### config.mk
export PLATFORM = sky130hd
export DESIGN_NAME = pll_lock_sequencer
export DESIGN_NICKNAME = d
export VERILOG_FILES = /design/src/rtl/pll_seq_pkg.sv /design/src/rtl/sync_2ff.sv /design/src/rtl/pll_lock_sequencer.sv
export SDC_FILE = /design/constraint.sdc
export NUM_CORES = 1
export LEC_CHECK = 0
export ABC_AREA = 1
export CORE_UTILIZATION = 30
export DETAILED_ROUTE_END_ITERATION = 10
export PLACE_DENSITY = 0.53
export SYNTH_ARGS = -nofsm -noshare
export SYNTH_HDL_FRONTEND = slang
export SYNTH_HIERARCHICAL = 1
export SYNTH_SLANG_ARGS = --single-unit
### constraint.sdc
create_clock -name clk -period 2.25 [get_ports clk]
set_clock_uncertainty 0.05 [all_clocks]
set_input_delay 0.675 -clock clk [delete_from_list [all_inputs] [get_ports clk]]
set_output_delay 0.675 -clock clk [all_outputs]
set_load 0.01 [all_outputs]
### src/rtl/pll_seq_pkg.sv
// Shared definitions for the PLL lock sequencer: state encoding and sizing helper.
package pll_seq_pkg;

    localparam int STATE_W = 3;

    typedef enum logic [STATE_W-1:0] {
        ST_HOLD   = 3'd0,
        ST_WAIT   = 3'd1,
        ST_STAB   = 3'd2,
        ST_RUN    = 3'd3,
        ST_FAIL   = 3'd4,
        ST_BYPASS = 3'd5
    } state_t;

    function automatic int max3(input int a, input int b, input int c);
        int m;
        m = (a > b) ? a : b;
        return (m > c) ? m : c;
    endfunction

endpackage

### src/rtl/sync_2ff.sv
// Generic two-flop synchronizer; both stages clear to 0 on asynchronous active-low reset.
module sync_2ff #(
    parameter int WIDTH = 1
) (
    input  logic             clk,
    input  logic             rst_n,
    input  logic [WIDTH-1:0] d,
    output logic [WIDTH-1:0] q
);

    logic [WIDTH-1:0] meta_reg;
    logic [WIDTH-1:0] sync_reg;

    always_ff @(posedge clk or negedge rst_n) begin
        if (!rst_n) begin
            meta_reg <= '0;
            sync_reg <= '0;
        end else begin
            meta_reg <= d;
            sync_reg <= meta_reg;
        end
    end

    assign q = sync_reg;

endmodule

### src/rtl/pll_lock_sequencer.sv
// PLL reset/lock sequencer with timeout/retry, stability window, lock-loss monitor and heartbeat LED.
// Optional PLL_SEQ_FALLBACK_BYPASS_EN: retry exhaustion enters BYPASS instead of FAIL.
module pll_lock_sequencer
    import pll_seq_pkg::*;
#(
    parameter int PLL_RST_CYCLES = 16,
    parameter int LOCK_TIMEOUT   = 4096,
    parameter int STABLE_CYCLES  = 1024,
    parameter int MAX_RETRIES    = 3,
    parameter int LED_DIV_W      = 24
) (
    input  logic               clk,
    input  logic               RESETB,
    input  logic               pll_lock,
    output logic               pll_resetb,
    output logic               pll_bypass,
    output logic               sys_rst_n,
    output logic               ready,
    output logic [7:0]         retry_cnt,
    output logic [7:0]         loss_cnt,
    output logic [STATE_W-1:0] state_o,
    output logic               led
);

    localparam int TIMER_MAX = max3(PLL_RST_CYCLES, LOCK_TIMEOUT, STABLE_CYCLES);
    localparam int TIMER_W   = $clog2(TIMER_MAX) + 1;

    localparam logic [TIMER_W-1:0] HOLD_LAST = TIMER_W'(PLL_RST_CYCLES - 1);
    localparam logic [TIMER_W-1:0] WAIT_LAST = TIMER_W'(LOCK_TIMEOUT - 1);
    localparam logic [TIMER_W-1:0] STAB_LAST = TIMER_W'(STABLE_CYCLES - 1);
    localparam logic [7:0]         RETRY_LIM = 8'(MAX_RETRIES);

`ifdef PLL_SEQ_FALLBACK_BYPASS_EN
    localparam state_t EXHAUST_STATE = ST_BYPASS;
`else
    localparam state_t EXHAUST_STATE = ST_FAIL;
`endif

    logic                 lock_s;
    state_t               state_reg, state_next;
    logic [TIMER_W-1:0]   timer_reg, timer_next;
    logic [7:0]           retry_reg, retry_next;
    logic [7:0]           loss_reg, loss_next;
    logic [LED_DIV_W-1:0] divider_reg, divider_next;
    logic                 pll_resetb_reg, pll_resetb_next;
    logic                 sys_rst_n_reg, sys_rst_n_next;
    logic                 ready_reg, ready_next;
    logic                 led_reg, led_next;

    sync_2ff #(.WIDTH(1)) u_lock_sync (
        .clk   (clk),
        .rst_n (RESETB),
        .d     (pll_lock),
        .q     (lock_s)
    );

    always_comb begin
        state_next = state_reg;
        retry_next = retry_reg;
        loss_next  = loss_reg;
        case (state_reg)
            ST_HOLD: begin
                if (timer_reg == HOLD_LAST) state_next = ST_WAIT;
            end
            ST_WAIT: begin
                // Lock arriving on the timeout cycle wins over the retry.
                if (lock_s) begin
                    state_next = ST_STAB;
                end else if (timer_reg == WAIT_LAST) begin
                    retry_next = retry_reg + 8'd1;
                    state_next = (retry_next == RETRY_LIM) ? EXHAUST_STATE : ST_HOLD;
                end
            end
            ST_STAB: begin
                if (!lock_s) begin
                    state_next = ST_WAIT;
                end else if (timer_reg == STAB_LAST) begin
                    state_next = ST_RUN;
                    retry_next = 8'd0;
                end
            end
            ST_RUN: begin
                if (!lock_s) begin
                    state_next = ST_HOLD;
                    if (loss_reg != 8'hFF) loss_next = loss_reg + 8'd1;
                end
            end
            ST_FAIL: state_next = ST_FAIL;
`ifdef PLL_SEQ_FALLBACK_BYPASS_EN
            ST_BYPASS: state_next = ST_BYPASS;
`endif
            default: state_next = ST_HOLD;
        endcase

        // Timer restarts on every state change and parks at all-ones in long-lived states.
        if (state_next != state_reg)
            timer_next = '0;
        else if (timer_reg == '1)
            timer_next = timer_reg;
        else
            timer_next = timer_reg + TIMER_W'(1);
    end

    always_comb begin
        divider_next    = divider_reg + LED_DIV_W'(1);
        pll_resetb_next = !((state_next == ST_HOLD) || (state_next == ST_FAIL));
        ready_next      = (state_next == ST_RUN);
        sys_rst_n_next  = (state_next == ST_RUN);
        led_next        = 1'b0;
        case (state_next)
            ST_RUN:  led_next = divider_next[LED_DIV_W-1];
            ST_FAIL: led_next = divider_next[LED_DIV_W-4];
`ifdef PLL_SEQ_FALLBACK_BYPASS_EN
            ST_BYPASS: begin
                led_next       = divider_next[LED_DIV_W-2];
                sys_rst_n_next = 1'b1;
            end
`endif
            default: led_next = 1'b0;
        endcase
    end

    always_ff @(posedge clk or negedge RESETB) begin
        if (!RESETB) begin
            state_reg      <= ST_HOLD;
            timer_reg      <= '0;
            retry_reg      <= 8'd0;
            loss_reg       <= 8'd0;
            divider_reg    <= '0;
            pll_resetb_reg <= 1'b0;
            sys_rst_n_reg  <= 1'b0;
            ready_reg      <= 1'b0;
            led_reg        <= 1'b0;
        end else begin
            state_reg      <= state_next;
            timer_reg      <= timer_next;
            retry_reg      <= retry_next;
            loss_reg       <= loss_next;
            divider_reg    <= divider_next;
            pll_resetb_reg <= pll_resetb_next;
            sys_rst_n_reg  <= sys_rst_n_next;
            ready_reg      <= ready_next;
            led_reg        <= led_next;
        end
    end

`ifdef PLL_SEQ_FALLBACK_BYPASS_EN
    logic pll_bypass_reg;

    always_ff @(posedge clk or negedge RESETB) begin
        if (!RESETB) pll_bypass_reg <= 1'b0;
        else         pll_bypass_reg <= (state_next == ST_BYPASS);
    end

    assign pll_bypass = pll_bypass_reg;
`else
    assign pll_bypass = 1'b0;
`endif

    assign pll_resetb = pll_resetb_reg;
    assign sys_rst_n  = sys_rst_n_reg;
    assign ready      = ready_reg;
    assign retry_cnt  = retry_reg;
    assign loss_cnt   = loss_reg;
    assign state_o    = state_reg;
    assign led        = led_reg;

endmodule

Word level (Yosys, flattened, before mapping)
Index checks and enable logic that the tools add are counted.
Widths: inputs -> output; s select.

word-level totals
  bits in registers = 61
  output and inout port bits = 24

operators by class
  reductions and logical operators = 7
  add/subtract/negate cells = 4
  multiplexer cells = 16
  bitwise gates (word level) = 1
  equality and inequality tests = 18

operator list
  kind                   count
  $mux 8                 4
  $mux 13                2
  $add 24x1->24 const B  1
  $mux 3                 7
  $add 8x1->8 const B    2
  $pmux 8 s2             1
  $pmux 3 s5             1
  $add 13x1->13 const B  1
  $eq 13x10->1 const B   1
  $eq 13x12->1 const B   1
  $eq 13x13->1 const B   1
  $eq 13x4->1 const B    1
  $eq 3x2->1 const B     3
  $eq 8x2->1 const B     1
  $ne 2x2->1 const B     4
  $ne 8x8->1 const B     1
  $eq 3x3->1 const B     2
  $logic_not 3->1        2
  $reduce_and 5->1       1
  $eq 3x1->1 const B     1
  $ne 3x3->1             1
  $reduce_and 3->1       1
  $ne 2x1->1 const B     1
  $pmux 1 s2             1
  other kinds (4)        4

Depth between registers and ports, before layout
Gate-level depths: netlist of the first run.

  word-level depth = 9
  mapped depth = 12

Hierarchy
The synthesis of the first run kept the hierarchy.

modules (own cells, without submodules)
  module              cells each  times used  area an instance (um2)  seq. area each (um2)
  pll_lock_sequencer  378         1           3109.2                  1476.4
  sync_2ff            2           1           50.0                    50.0

Worst setup path before layout of the first run
No wires, ideal clock.

  kind = register -> register
  start = register timer_reg[1]
  end = register timer_reg[2]
  arrival = 1.440 ns
  required time = 2.078 ns
  period minus slack after synthesis = 1.612 ns
  stages on the path, launching flop included = 12
  setup slack = 0.638 ns
  path through = dfrtp_1 ha_1 inv_1 nor2_2 nand4_1 nand2_1 nand3_2 nand2_1 nand2_1 nand2_2 buf_12 nor2_2

on the way
  longest elaborated chain between the ends = 6

RTL lines
  what                                                           line                                                source
  start, declared                                                pll_lock_sequencer.sv:41                            logic [TIMER_W-1:0] timer_reg, timer_next;
  start signal, assigned                                         pll_lock_sequencer.sv:136                           timer_reg <= timer_next;
  $eq 13x10->1 / $eq 13x12->1 (equally long branches)            pll_lock_sequencer.sv:77, pll_lock_sequencer.sv:69
  $mux 3, on equally long branches                               pll_lock_sequencer.sv:77, pll_lock_sequencer.sv:69
  $mux 3, on equally long branches                               pll_lock_sequencer.sv:75, pll_lock_sequencer.sv:67
  $pmux 3 s5 *                                                   pll_lock_sequencer.sv:61                            case (state_reg)
  named net state_next[0]                                        pll_lock_sequencer.sv:40                            state_t state_reg, state_next;
  $ne 3x3->1 *                                                   pll_lock_sequencer.sv:96                            if (state_next != state_reg)
  $ne 2x2->1 (no source line) / $mux 13 (equally long branches)  n/a

Mark *: on every way through the listed nets, which the timed path passes. The rest lies on a longest branch. The select of a mux whose other input is x is not followed.
A chain may end at the register's enable or synchronous reset.

Worst setup path after layout of the first run
  start = register retry_reg[5], in the netlist retry_cnt[5]
  end = output port retry_cnt[5]

RTL lines
  what                    line                       source
  start, declared         pll_lock_sequencer.sv:42   logic [7:0] retry_reg, retry_next;
  start signal, assigned  pll_lock_sequencer.sv:137  retry_reg <= retry_next;
  end, declared           pll_lock_sequencer.sv:19   output logic [7:0] retry_cnt,

No word-level cell between the ends.

==> results of run 1 <==
Yosys cell counts:
cell	instances
sky130_fd_sc_hd__nor3_1	11
sky130_fd_sc_hd__nand3b_1	2
sky130_fd_sc_hd__clkinv_1	1
sky130_fd_sc_hd__nand2_2	4
sky130_fd_sc_hd__nand3_2	3
sky130_fd_sc_hd__or2_2	1
sky130_fd_sc_hd__nor2_1	44
sky130_fd_sc_hd__and2_1	1
sky130_fd_sc_hd__inv_1	44
sky130_fd_sc_hd__nand4_1	13
sky130_fd_sc_hd__o21ai_0	6
sky130_fd_sc_hd__nand3_1	24
sky130_fd_sc_hd__a21oi_1	3
sky130_fd_sc_hd__ha_1	5
sky130_fd_sc_hd__nor4_1	2
sky130_fd_sc_hd__conb_1	1
sky130_fd_sc_hd__nand2_1	96
sky130_fd_sc_hd__nor2_4	1
sky130_fd_sc_hd__nor2_2	15
sky130_fd_sc_hd__o31ai_1	1
sky130_fd_sc_hd__buf_12	1
sky130_fd_sc_hd__dfrtp_1	61
sky130_fd_sc_hd__xnor2_1	12
sky130_fd_sc_hd__o22ai_1	2
sky130_fd_sc_hd__xor2_1	22
sky130_fd_sc_hd__nor3_2	1
sky130_fd_sc_hd__buf_4	2
sky130_fd_sc_hd__o211ai_1	1
metrics by stage:
stage	cells	hold WS, ns
CTS	555	0.287
floorplan	380	0.281
finish	555	0.270
global route	555	0.286
detailed placement	539	0.331
global placement	539	0.333
layout make-up:
class                           count  area [um2]  area share
Multi-Input combinational cell    271        1430       0.375
Sequential cell                    61        1530       0.401
Inverter                           45         169      0.0444
Tap cell                          136         170      0.0447
Clock buffer                        9         124      0.0325
Clock inverter                      7         123      0.0322
Timing Repair Buffer               26         265      0.0697
where the power goes:
part | internal, uW | switching (uW) | leakage [uW]
combinational | 239 | 479 | 0.000794
clock | 741 | 474 | 0.000116
sequential | 1180 | 79.0 | 0.000824
worst reg2reg max path: stages (launching register included):
cell and delay (ns):
sky130_fd_sc_hd__dfrtp_1 0.42, sky130_fd_sc_hd__inv_1 0.12, sky130_fd_sc_hd__nor4_1 0.47, sky130_fd_sc_hd__nand2_1 0.24, sky130_fd_sc_hd__inv_1 0.19, sky130_fd_sc_hd__nand2_1 0.10, sky130_fd_sc_hd__nor2_1 0.13, sky130_fd_sc_hd__xor2_1 0.15
final timing paths:
kind | start | to | slack [ns] | cells after the start
worst max-delay path | retry_cnt[5] | retry_cnt[5] | 0.13 | 1
worst min-delay path | RESETB | divider_reg[6] | 0.27 | 2
worst max register to register | state_o[0] | loss_cnt[5] | 0.31 | 7
worst min register to register | u_lock_sync/meta_reg | u_lock_sync/q | 0.35 | 0
max in group asynchronous | RESETB | state_o[2] | 1.59 | 2
min in group clk | u_lock_sync/meta_reg | u_lock_sync/q | 0.35 | 0
kinds of logic (layout without fill, tap and decap cells):
| group | count (synthesis) | count (layout) |
|---|---|---|
| buffers and inverters | 48 | 87 |
| other | 1 | 1 |
| adders and majority gates | 5 | 5 |
| xor gates and xnor gates | 34 | 34 |
| and+or+nand+nor | 218 | 218 |
| AOI/OAI and AO/OA | 13 | 13 |
| DFF | 61 | 61 |
cell usage in the layout (no fill, tap or decap), types with 2 or more instances in the layout:
master,synthesis,layout
sky130_fd_sc_hd__a21oi_1,3,3
sky130_fd_sc_hd__bufinv_16,0,3
sky130_fd_sc_hd__clkbuf_8,0,9
sky130_fd_sc_hd__clkdlybuf4s50_1,0,24
sky130_fd_sc_hd__clkinvlp_4,0,2
sky130_fd_sc_hd__dfrtp_1,61,60
sky130_fd_sc_hd__ha_1,5,5
sky130_fd_sc_hd__inv_1,44,44
sky130_fd_sc_hd__nand2_1,96,96
sky130_fd_sc_hd__nand2_2,4,4
sky130_fd_sc_hd__nand3_1,24,24
sky130_fd_sc_hd__nand3_2,3,3
sky130_fd_sc_hd__nand3b_1,2,2
sky130_fd_sc_hd__nand4_1,13,13
sky130_fd_sc_hd__nor2_1,44,44
sky130_fd_sc_hd__nor2_2,15,15
sky130_fd_sc_hd__nor3_1,11,11
sky130_fd_sc_hd__nor4_1,2,2
sky130_fd_sc_hd__o21ai_0,6,6
sky130_fd_sc_hd__o22ai_1,2,2
sky130_fd_sc_hd__xnor2_1,12,12
sky130_fd_sc_hd__xor2_1,22,22
layer usage:
metal  up-vias  track usage  part of all wire
met3         5       0.0462             0.044
met1      1166        0.169              0.49
met4         0       0.0332             0.010
met2        43        0.205              0.45
li1       1264            -                 -
met5         -            0                 0
repair_timing:
| action | 4_1_cts | 5_1_grt |
|---|---|---|
| gates resized for setup | 0 | 1 |
| hold buffers | 0 | 0 |
| endpoints found under the setup margin | 0 | 1 |
==> results_tabular.tex, run 1 <==
\begin{tabular}{lr}
\hline
Metric & Value \\
\hline
\multicolumn{2}{l}{\textbf{Clock network}} \\
CTS Buffer Depth & 2 \\
Setup Buffers After CTS & 0 \\
Deepest level of the CTS H-tree & 3 \\
Clock tree from TritonCTS & done \\
Clock Root Buffer & sky130\_fd\_sc\_hd\_\_clkbuf\_8 \\
Clock transition time at the flip-flop clock pins of the worst setup and hold paths & 0.08 ns \\
Clock Sink Count & 61 \\
Clock latency of the later-clocked register in the worst-skew pair & 0.34 ns \\
Num CTS Buffers & 9 \\
\multicolumn{2}{l}{\textbf{Synthesis}} \\
Sequential element share of the synthesized area & 0.483 \\
\#FFs+latches synth & 61 \\
Area fraction in and, or, nand and nor cells after synthesis & 0.314 \\
Post-Synthesis Cells & 380 \\
Mapped Avg Cell Area & 8.31 um2 \\
Post-synthesis compound-gate area fraction & 0.0230 \\
Syn nets & 388 \\
Xor and xnor fraction of the mapped netlist area & 0.0943 \\
Top cell type's share of synthesized area & 0.483 \\
Count of different cell masters after synthesis & 28 \\
Main combinational cell family by area after synthesis & simple AND/OR/NAND/NOR gates \\
Top cells by area in the synthesized netlist & sky130\_fd\_sc\_hd\_\_dfrtp\_1 (48\%), sky130\_fd\_sc\_hd\_\_nand2\_1 (11\%), sky130\_fd\_sc\_hd\_\_xor2\_1 (6.1\%) \\
Multiplexer share of the synthesized area & 0 \\
Area of the mapped netlist & 3160 um2 \\
Largest area contributor in the netlist & sky130\_fd\_sc\_hd\_\_dfrtp\_1 \\
Synthesized-area fraction occupied by adder cells & 0.0198 \\
Number of synthesis warnings & 6 \\
\multicolumn{2}{l}{\textbf{Floorplan}} \\
Starting density of the core & 0.307 \\
Floorplan Core Area & 10300 um2 \\
Row Count & 37 \\
Die Outline Area & 10900 um2 \\
Die H & 105 um \\
I/O pin total & 27 \\
Die extent in x & 105 um \\
\multicolumn{2}{l}{\textbf{Cells and area}} \\
Number of inserted filler cells in the final layout & 1084 \\
Layout net count & 422 \\
Core Util, Final & 0.370 \\
Share of post-route cells with drive strength above 1 & 0.105 \\
Antenna cell count & 0 \\
Synthesis-to-layout area growth & 20.5\% \\
Area of all placed cells without fillers & 3810 um2 \\
Flip-flop count of the largest register after layout & 24 \\
\multicolumn{2}{l}{\textbf{Setup path}} \\
Critical path data required time & 1.52 ns \\
Family with the most delay on the worst path & buffers and inverters \\
Critical path arrival & 1.39 ns \\
Slowest stage delay, CP & 0.58 ns \\
Worst path slowest cell & sky130\_fd\_sc\_hd\_\_clkdlybuf4s50\_1 \\
Highest fanout seen on the critical path & 7 \\
Critical path buffer and inverter count & 1 \\
Type of destination of the critical path & output pin \\
Sequence of cells on the critical path & clkdlybuf4s50\_1 \\
CP Class & register to output pin \\
Startpoint Class & register \\
\multicolumn{2}{l}{\textbf{STA}} \\
Pins over their slew limit & 0 \\
Actual transition at the worst max-transition pin & 0.681 ns \\
Final worst setup slack & 0.133 ns \\
Relative slew slack & 0.544 \\
Min cycle time layout & 2.12 ns \\
Final setup violating endpoints & 0 \\
FMAX & 472 MHz \\
Final total negative setup slack & 0 ns \\
Share of the cycle needed by the critical path after routing & 0.941 \\
Unrepaired setup endpoints after global routing & false \\
Final hold violation count & 0 \\
\multicolumn{2}{l}{\textbf{Drt}} \\
Drc violations & 0 \\
Mean routed wirelength per cell & 11.2 um \\
Routed vias & 2478 \\
Avg Vias per Cell & 4.46 \\
Overall routed net length & 6210 um \\
TritonRoute pass-1 iters & 4 \\
Number of DRC markers after the initial detailed-route iteration & 93 \\
Antenna Violating Nets Remaining & 0 \\
\multicolumn{2}{l}{\textbf{Global routing}} \\
Antenna violations before repair & 0 \\
Number of global-route vias before repair & 2477 \\
Remaining Overflow, GRT & 0 \\
Global Route Usage Sum & 0.130 \\
Pin count of the biggest net entering global routing & 62 \\
Wire length of the first global-routing pass & 11300 um \\
\multicolumn{2}{l}{\textbf{Run}} \\
Max Cap Violations & 0 \\
\multicolumn{2}{l}{\textbf{Placed design}} \\
Worst setup slack after placement & 0.265 ns \\
GPL Wtd Cong & 0.789 \\
Sum of net half-perimeters after detailed placement & 4440 um \\
Total cell area at the placement stage & 3560 um2 \\
Port Buf Inserts & 25 \\
\multicolumn{2}{l}{\textbf{Power}} \\
Worst IR drop on VDD & 0.346 mV \\
Total power & 3190 uW \\
PD cells & 837 nW/um2 \\
Leakage component of the power & 0.00173 uW \\
\multicolumn{2}{l}{\textbf{Run status}} \\
Run status & finished, final reports clean \\
\multicolumn{2}{l}{\textbf{Worst hold path}} \\
Min-Delay Path Class & input port to async pin \\
\hline
\end{tabular}
Power figures use the tool's default switching activity.
==> inputs of run 2 (changes only) <==
Settings changed: CAP_MARGIN set to 30, PLACE_DENSITY 0.53 to 0.55.
Clock period 2.25 ns to 1.9 ns, I/O delays scaled along.
==> run 2 against run 1 <==
Via count increased by 1.5%; global-route usage decreased by 0.57 points; sequential power increased by 19%; combinational power increased by 43%; flip-flop and latch count unchanged; final area increased by 2.3%; largest cell class unchanged; largest power group unchanged; highest routed layer unchanged; critical endpoint is now loss_cnt[3].
==> results_tabular.tex, run 2 (synthesized netlist as in run 1, its figures left out) <==
\begin{tabular}{lr}
\hline
Metric & Value \\
\hline
\multicolumn{2}{l}{\textbf{Run status}} \\
Run status & finished, final reports clean \\
\multicolumn{2}{l}{\textbf{Clock network}} \\
Clock Root Buffer & sky130\_fd\_sc\_hd\_\_clkbuf\_8 \\
Num CTS Buffers & 9 (unchanged) \\
Deepest level of the CTS H-tree & 3 (unchanged) \\
Clock transition time at the flip-flop clock pins of the worst setup and hold paths & 0.07 ns (about the same) \\
Clock latency of the later-clocked register in the worst-skew pair & 0.33 ns (about the same) \\
CTS Buffer Depth & 2 (unchanged) \\
CTS hold repair buffers & 0 (unchanged) \\
Clock Sink Count & 61 (unchanged) \\
Clock tree from TritonCTS & done \\
\multicolumn{2}{l}{\textbf{Cells and area}} \\
Flip-flop count of the largest register after layout & 24 (unchanged) \\
Layout net count & 438 (+3.8\%) \\
Synthesis-to-layout area growth & 23.3\% \\
Number of inserted filler cells in the final layout & 1061 (-2.1\%) \\
Number of non-filler instances in the completed layout & 571 (+2.9\%) \\
Commonest cells after routing, fill and taps aside & sky130\_fd\_sc\_hd\_\_nand2\_1 (94), sky130\_fd\_sc\_hd\_\_dfrtp\_1 (58), sky130\_fd\_sc\_hd\_\_inv\_1 (44) \\
Share of post-route cells with drive strength above 1 & 0.154 (+0.0490) \\
Antenna cell count & 0 (unchanged) \\
Most frequent standard cell in the layout excluding fill and tap cells & sky130\_fd\_sc\_hd\_\_nand2\_1 \\
\multicolumn{2}{l}{\textbf{Global routing}} \\
Remaining Overflow, GRT & 0 (unchanged) \\
Highest-utilization routing layer at the global route stage & met2 \\
M3 GR Usage & 0.0281 (-0.0181) \\
Pin count of the biggest net entering global routing & 39 (-37\%) \\
Met2 Use GR & 0.206 (+0.00142) \\
Number of global-route vias before repair & 2511 (+1.4\%) \\
Met1 usage & 0.157 (-0.0119) \\
Wire length of the first global-routing pass & 11100 um (-2.3\%) \\
Global Route Usage Sum & 0.124 (-0.00565) \\
Antenna violations before repair & 0 (unchanged) \\
\multicolumn{2}{l}{\textbf{Floorplan}} \\
Starting density of the core & 0.307 (unchanged) \\
Die Outline Area & 10900 um2 (unchanged) \\
Floorplan Core Area & 10300 um2 (unchanged) \\
I/O pin total & 27 (unchanged) \\
Die H & 105 um (unchanged) \\
Die extent in x & 105 um (unchanged) \\
Row Count & 37 (unchanged) \\
\multicolumn{2}{l}{\textbf{Setup path}} \\
Slowest stage delay, CP & 0.54 ns (-0.04 ns) \\
Crit Reg-Reg Endpoint & timer\_reg[12] \\
Critical path data required time & 1.28 ns (-0.24 ns) \\
Highest fanout seen on the critical path & 3 (-4) \\
Worst path slowest cell & sky130\_fd\_sc\_hd\_\_clkdlybuf4s50\_1 \\
Type of destination of the critical path & output pin \\
Sequence of cells on the critical path & clkdlybuf4s50\_1 \\
Critical path arrival & 1.24 ns (-0.15 ns) \\
R2R Path Start & state\_o[2] \\
Startpoint Class & register \\
Worst setup path end & loss\_cnt[3] \\
Worst-case register-to-register setup slack & 0.13 ns (-0.18 ns) \\
Number of cells traversed by the worst register-to-register path & 12 (+5) \\
Instance count on the critical path & 1 (unchanged) \\
Critical path buffer and inverter count & 1 (unchanged) \\
CP Class & register to output pin \\
Launch point of the critical path & loss\_cnt[3] \\
Family with the most delay on the worst path & buffers and inverters \\
\multicolumn{2}{l}{\textbf{Drt}} \\
Routed vias & 2516 (+1.5\%) \\
Overall routed net length & 6340 um (+2.1\%) \\
Avg Vias per Cell & 4.41 (-1.3\%) \\
TritonRoute pass-1 iters & 4 (unchanged) \\
Antenna Violating Nets Remaining & 0 (unchanged) \\
Mean routed wirelength per cell & 11.1 um (-0.80\%) \\
Number of DRC markers after the initial detailed-route iteration & 84 (-9.7\%) \\
Drc violations & 0 (unchanged) \\
\multicolumn{2}{l}{\textbf{Placed design}} \\
Port Buf Inserts & 25 (unchanged) \\
Sum of net half-perimeters after detailed placement & 4520 um (+1.8\%) \\
GPL Wtd Cong & 0.789 (-0.11\%) \\
Cell count after placement & 542 (+0.56\%) \\
\multicolumn{2}{l}{\textbf{Worst hold path}} \\
Min-Delay Path Class & input port to async pin \\
\multicolumn{2}{l}{\textbf{STA}} \\
Final hold violation count & 0 (unchanged) \\
Final setup violating endpoints & 0 (unchanged) \\
Final worst hold slack & 0.186 ns (-0.0847 ns) \\
Pins over their slew limit & 0 (unchanged) \\
Share of the cycle needed by the critical path after routing & 0.978 \\
Min cycle time layout & 1.86 ns \\
FMAX & 538 MHz \\
\multicolumn{2}{l}{\textbf{Power}} \\
Worst IR drop on VDD & 0.550 mV (+59\%) \\
PD cells & 915 nW/um2 (+9.3\%) \\
Total power & 3570 uW (+12\%) \\
Leakage component of the power & 0.00185 uW (+6.7\%) \\
\multicolumn{2}{l}{\textbf{Run}} \\
Max Cap Violations & 0 (unchanged) \\
\hline
\end{tabular}
-- run 2: worst min-delay path by stage --
stage                                    start              end  slack, ns  depth (start not counted)
after floorplan                         RESETB   divider_reg[0]       0.22                          0
after global placement    u_lock_sync/meta_reg    u_lock_sync/q       0.29                          0
after detailed placement  u_lock_sync/meta_reg    u_lock_sync/q       0.28                          0
after CTS                               RESETB  divider_reg[18]       0.19                          2
after global routing                    RESETB  divider_reg[18]       0.21                          2
final                                   RESETB  divider_reg[18]       0.19                          2
-- run 2: cell type report --
class / instances / area (um2) / area share
clock buffers: 12 / 155 / 0.0398
multi-input cells: 271 / 1480 / 0.379
inverters: 45 / 169 / 0.0434
repair buffers: 42 / 373 / 0.0957
well taps: 136 / 170 / 0.0437
flip-flops and latches: 61 / 1530 / 0.393
clock inverters: 4 / 22.5 / 0.00578
-- run 2: per-stage QoR --
step / worst slack, ns / util / setup TNS [ns] / cell area, um2
6_report: 0.0420 / 0.379 / 0 / 3900
5_1_grt: -0.00601 / 0.379 / -0.00601 / 3900
4_1_cts: 0.0167 / 0.373 / 0 / 3830
3_5_place_dp: -0.00601 / 0.349 / -0.00601 / 3580
3_3_place_gp: -0.00305 / 0.349 / -0.00305 / 3580
2_1_floorplan: 0.288 / - / 0 / 3160
-- run 2: power by group --
group / leakage, uW / internal, uW / switching, uW
clock network: 0.0000921 / 539 / 508
logic: 0.000938 / 415 / 611
registers: 0.000820 / 1390 / 101
-- run 2: repair_timing --
action	in CTS	in global routing
gates resized for setup	14	11
pin swaps	0	3
endpoints found under the setup margin	19	25
setup buffers	10	3
endpoints found under the hold margin	0	0
-- run 2: per-layer routing --
layer / share of wire / vias to the layer above
met1: 0.49 / 1169
met5: 0 / -
met3: 0.029 / 11
li1: - / 1301
met4: 0.015 / 0
met2: 0.47 / 35
-- run 2: worst reg2reg max path: stages, from the launching register on --
cell and delay, ns:
sky130_fd_sc_hd__dfrtp_2 0.46, sky130_fd_sc_hd__buf_4 0.16, sky130_fd_sc_hd__inv_1 0.04, sky130_fd_sc_hd__nand3_1 0.10, sky130_fd_sc_hd__nor2_1 0.18, sky130_fd_sc_hd__inv_1 0.06, sky130_fd_sc_hd__nor2_1 0.12, sky130_fd_sc_hd__nor2_1 0.07
sky130_fd_sc_hd__nand3_1 0.07, sky130_fd_sc_hd__nand2_1 0.07, sky130_fd_sc_hd__nand2_2 0.07, sky130_fd_sc_hd__buf_12 0.15, sky130_fd_sc_hd__nor2_1 0.05
==> inputs of run 3 (changes only) <==
Settings changed: ABC_CLOCK_PERIOD_IN_PS set to 1900, DONT_BUFFER_PORTS set to 1, PLACE_DENSITY 0.55 to 0.51.
==> run 3 against run 2 <==
The flow now finishes with violations (hold timing); wire length is 1.4% higher; sequential share of layout area is 2.7 points higher; worst setup slack better by 0.10 ns; maximum frequency is 5.7% higher; count of clock-buffer cells in the layout is 1 lower; non-clock buffer count is 28 lower; global-route usage is 0.65 points higher; clock power hardly changed; hold slack worse by 0.32 ns; critical path depth is 10 higher; first-iteration DRC count is 1.2% lower; combinational power is 5% lower.
==> results_tabular.tex, run 3 (synthesized netlist as in run 1, its figures left out) <==
\begin{tabular}{lr}
\hline
Metric & Value \\
\hline
\multicolumn{2}{l}{\textbf{Cells and area}} \\
Share of post-route cells with drive strength above 1 & 0.158 (+0.00361) \\
Synthesis-to-layout area growth & 15.1\% \\
Antenna cell count & 0 (unchanged) \\
Number of non-filler instances in the completed layout & 542 (-5.1\%) \\
Number of inserted filler cells in the final layout & 1084 (+2.2\%) \\
Core Util, Final & 0.354 (-0.0253) \\
FF/Latch Area & 1530 um2 (-0.16\%) \\
Multi-input combinational cell area & 1490 um2 (+0.59\%) \\
Layout net count & 410 (-6.4\%) \\
Most frequent standard cell in the layout excluding fill and tap cells & sky130\_fd\_sc\_hd\_\_nand2\_1 \\
Flip-flop count of the largest register after layout & 24 (unchanged) \\
Commonest cells after routing, fill and taps aside & sky130\_fd\_sc\_hd\_\_nand2\_1 (96), sky130\_fd\_sc\_hd\_\_dfrtp\_1 (60), sky130\_fd\_sc\_hd\_\_nor2\_1 (41), sky130\_fd\_sc\_hd\_\_inv\_1 (41) \\
\multicolumn{2}{l}{\textbf{Run status}} \\
Violations in the final reports & hold timing \\
Run status & finished, violations left \\
\multicolumn{2}{l}{\textbf{Drt}} \\
TritonRoute pass-1 iters & 4 (unchanged) \\
Met1 layer wirelength in the final routing & 3100 um (-0.13\%) \\
Met2 wire length & 2910 um (-1.8\%) \\
Routed vias & 2424 (-3.7\%) \\
Met3 WL post-DR & 246 um (+33\%) \\
Highest layer used for signal routing & met4 \\
Antenna Violating Nets Remaining & 0 (unchanged) \\
Drc violations & 0 (unchanged) \\
Overall routed net length & 6430 um (+1.4\%) \\
Mean routed wirelength per cell & 11.9 um (+6.8\%) \\
Number of DRC markers after the initial detailed-route iteration & 83 (-1.2\%) \\
Avg Vias per Cell & 4.47 (+1.5\%) \\
\multicolumn{2}{l}{\textbf{Global routing}} \\
Antenna violations before repair & 0 (unchanged) \\
Pin count of the biggest net entering global routing & 62 (+59\%) \\
Global Route Usage Sum & 0.131 (+0.00649) \\
Wire length of the first global-routing pass & 11300 um (+1.7\%) \\
Remaining Overflow, GRT & 0 (unchanged) \\
Number of global-route vias before repair & 2420 (-3.6\%) \\
\multicolumn{2}{l}{\textbf{Setup path}} \\
Number of cells traversed by the worst register-to-register path & 11 (-1) \\
Critical path data required time & 2.08 ns (+0.80 ns) \\
Critical path buffer and inverter count & 2 (+1) \\
Type of destination of the critical path & register \\
Family with the most delay on the worst path & simple AND/OR/NAND/NOR gates \\
Critical path arrival & 1.94 ns (+0.70 ns) \\
Worst-case register-to-register setup slack & 0.14 ns (about the same) \\
Launch point of the critical path & timer\_reg[1] \\
CP Class & register to register \\
Crit Reg-Reg Endpoint & timer\_reg[11] \\
Sequence of cells on the critical path & ha\_4, inv\_1, nor2\_2, nand4\_1, nand2\_1, nand3\_2, nand2\_1, nand2\_1, nand2\_2, buf\_12, nor2\_1 \\
Startpoint Class & register \\
Highest fanout seen on the critical path & 13 (+10) \\
Instance count on the critical path & 11 (+10) \\
R2R Path Start & timer\_reg[1] \\
Worst path slowest cell & sky130\_fd\_sc\_hd\_\_dfrtp\_1 \\
Slowest stage delay, CP & 0.42 ns (-0.12 ns) \\
Most Frequent Cell on Critical Path & sky130\_fd\_sc\_hd\_\_nand2\_1 \\
Worst setup path end & timer\_reg[11] \\
\multicolumn{2}{l}{\textbf{Placed design}} \\
Worst setup slack after placement & -0.0845 ns (-0.0785 ns) \\
Cell count after placement & 523 (-3.5\%) \\
Port Buf Inserts & 0 (-100\%) \\
GPL Wtd Cong & 0.897 (+14\%) \\
Sum of net half-perimeters after detailed placement & 4520 um (about the same) \\
\multicolumn{2}{l}{\textbf{Power}} \\
Leakage component of the power & 0.00169 uW (-8.6\%) \\
Worst IR drop on VDD & 0.696 mV (+27\%) \\
Total power & 3510 uW (-1.5\%) \\
PD cells & 966 nW/um2 (+5.6\%) \\
\multicolumn{2}{l}{\textbf{Floorplan}} \\
Die Outline Area & 10900 um2 (unchanged) \\
Row Count & 37 (unchanged) \\
Die extent in x & 105 um (unchanged) \\
Die H & 105 um (unchanged) \\
Floorplan Core Area & 10300 um2 (unchanged) \\
Starting density of the core & 0.307 (unchanged) \\
I/O pin total & 27 (unchanged) \\
\multicolumn{2}{l}{\textbf{STA}} \\
Min cycle time layout & 1.76 ns (-0.101 ns) \\
FMAX & 569 MHz (+5.7\%) \\
Pins over their slew limit & 0 (unchanged) \\
Final setup violating endpoints & 0 (unchanged) \\
Final worst setup slack & 0.143 ns (+0.101 ns) \\
Share of the cycle needed by the critical path after routing & 0.925 (-0.0529) \\
Final hold violation count & 61 (+61) \\
Final worst hold slack & -0.133 ns (-0.318 ns) \\
\multicolumn{2}{l}{\textbf{Clock network}} \\
Clock Sink Count & 61 (unchanged) \\
Clock Root Buffer & sky130\_fd\_sc\_hd\_\_clkbuf\_8 \\
CTS Buffer Depth & 2 (unchanged) \\
Clock latency of the later-clocked register in the worst-skew pair & 0.34 ns (about the same) \\
Clock tree from TritonCTS & done \\
Num CTS Buffers & 9 (unchanged) \\
Deepest level of the CTS H-tree & 3 (unchanged) \\
Clock transition time at the flip-flop clock pins of the worst setup and hold paths & 0.07 ns (about the same) \\
\multicolumn{2}{l}{\textbf{Run}} \\
Max Cap Violations & 0 (unchanged) \\
\multicolumn{2}{l}{\textbf{Worst hold path}} \\
Min-Delay Path Class & input port to async pin \\
\hline
\end{tabular}
run 3: cell count changes in the layout (fill, tap and decap cells not counted), moves of 3 or more:
cell	change
sky130_fd_sc_hd__inv_2	+3
sky130_fd_sc_hd__nor2_2	+3
sky130_fd_sc_hd__clkdlybuf4s50_1	-14
sky130_fd_sc_hd__inv_1	-3
sky130_fd_sc_hd__dlygate4sd2_1	-10
sky130_fd_sc_hd__buf_4	-3
run 3: layer usage:
metal,up-vias,GRT usage
li1,1237,-
met5,-,0
met2,48,0.206
met3,17,0.0343
met1,1122,0.164
met4,0,0.0694
run 3: cell type report:
class,count,area share
clock inverters,4,0.00688
well taps,136,0.0468
multi-input cells,271,0.408
clock buffers,11,0.0389
flip-flops and latches,61,0.420
inverters,45,0.0465
repair buffers,14,0.0323
run 3: stage by stage:
| stage | cell area [um2] | TNS [ns] |
|---|---|---|
| 2_1_floorplan | 3160 | 0 |
| 4_1_cts | 3550 | 0 |
| 3_5_place_dp | 3380 | -0.215 |
| 6_report | 3640 | 0 |
| 5_1_grt | 3640 | -0.0439 |
| 3_3_place_gp | 3380 | -0.645 |
run 3: repair_timing:
| action | CTS | global route |
|---|---|---|
| buffers inserted | 0 | 4 |
| hold endpoints to repair | 61 | 61 |
| cloned | 0 | 0 |
| resized for setup | 1 | 15 |
| pin swaps | 0 | 3 |
| setup endpoints to repair | 6 | 28 |
run 3: worst reg2reg max path, stage by stage (launching register included):
cell	delay [ns]
sky130_fd_sc_hd__dfrtp_1	0.42
sky130_fd_sc_hd__ha_4	0.17
sky130_fd_sc_hd__inv_1	0.06
sky130_fd_sc_hd__nor2_2	0.16
sky130_fd_sc_hd__nand4_1	0.15
sky130_fd_sc_hd__nand2_1	0.12
sky130_fd_sc_hd__nand3_2	0.11
sky130_fd_sc_hd__nand2_1	0.07
sky130_fd_sc_hd__nand2_1	0.06
sky130_fd_sc_hd__nand2_2	0.07
sky130_fd_sc_hd__buf_12	0.15
sky130_fd_sc_hd__nor2_1	0.05
run 3: worst min path at each step:
stage                      start               to  slack [ns]  cells past startpoint
after detailed placement  RESETB  divider_reg[13]        0.23                      0
final                     RESETB  divider_reg[16]       -0.13                      0
after CTS                 RESETB  divider_reg[16]       -0.15                      0
after global routing      RESETB      loss_cnt[1]       -0.16                      0
after global placement    RESETB  divider_reg[13]        0.23                      0
after floorplan           RESETB   divider_reg[0]        0.22                      0
run 3: report_power, final:
group | total (uW) | switching (uW) | internal (uW)
clock | 1020 | 526 | 497
sequential | 1510 | 118 | 1390
combinational | 981 | 593 | 388
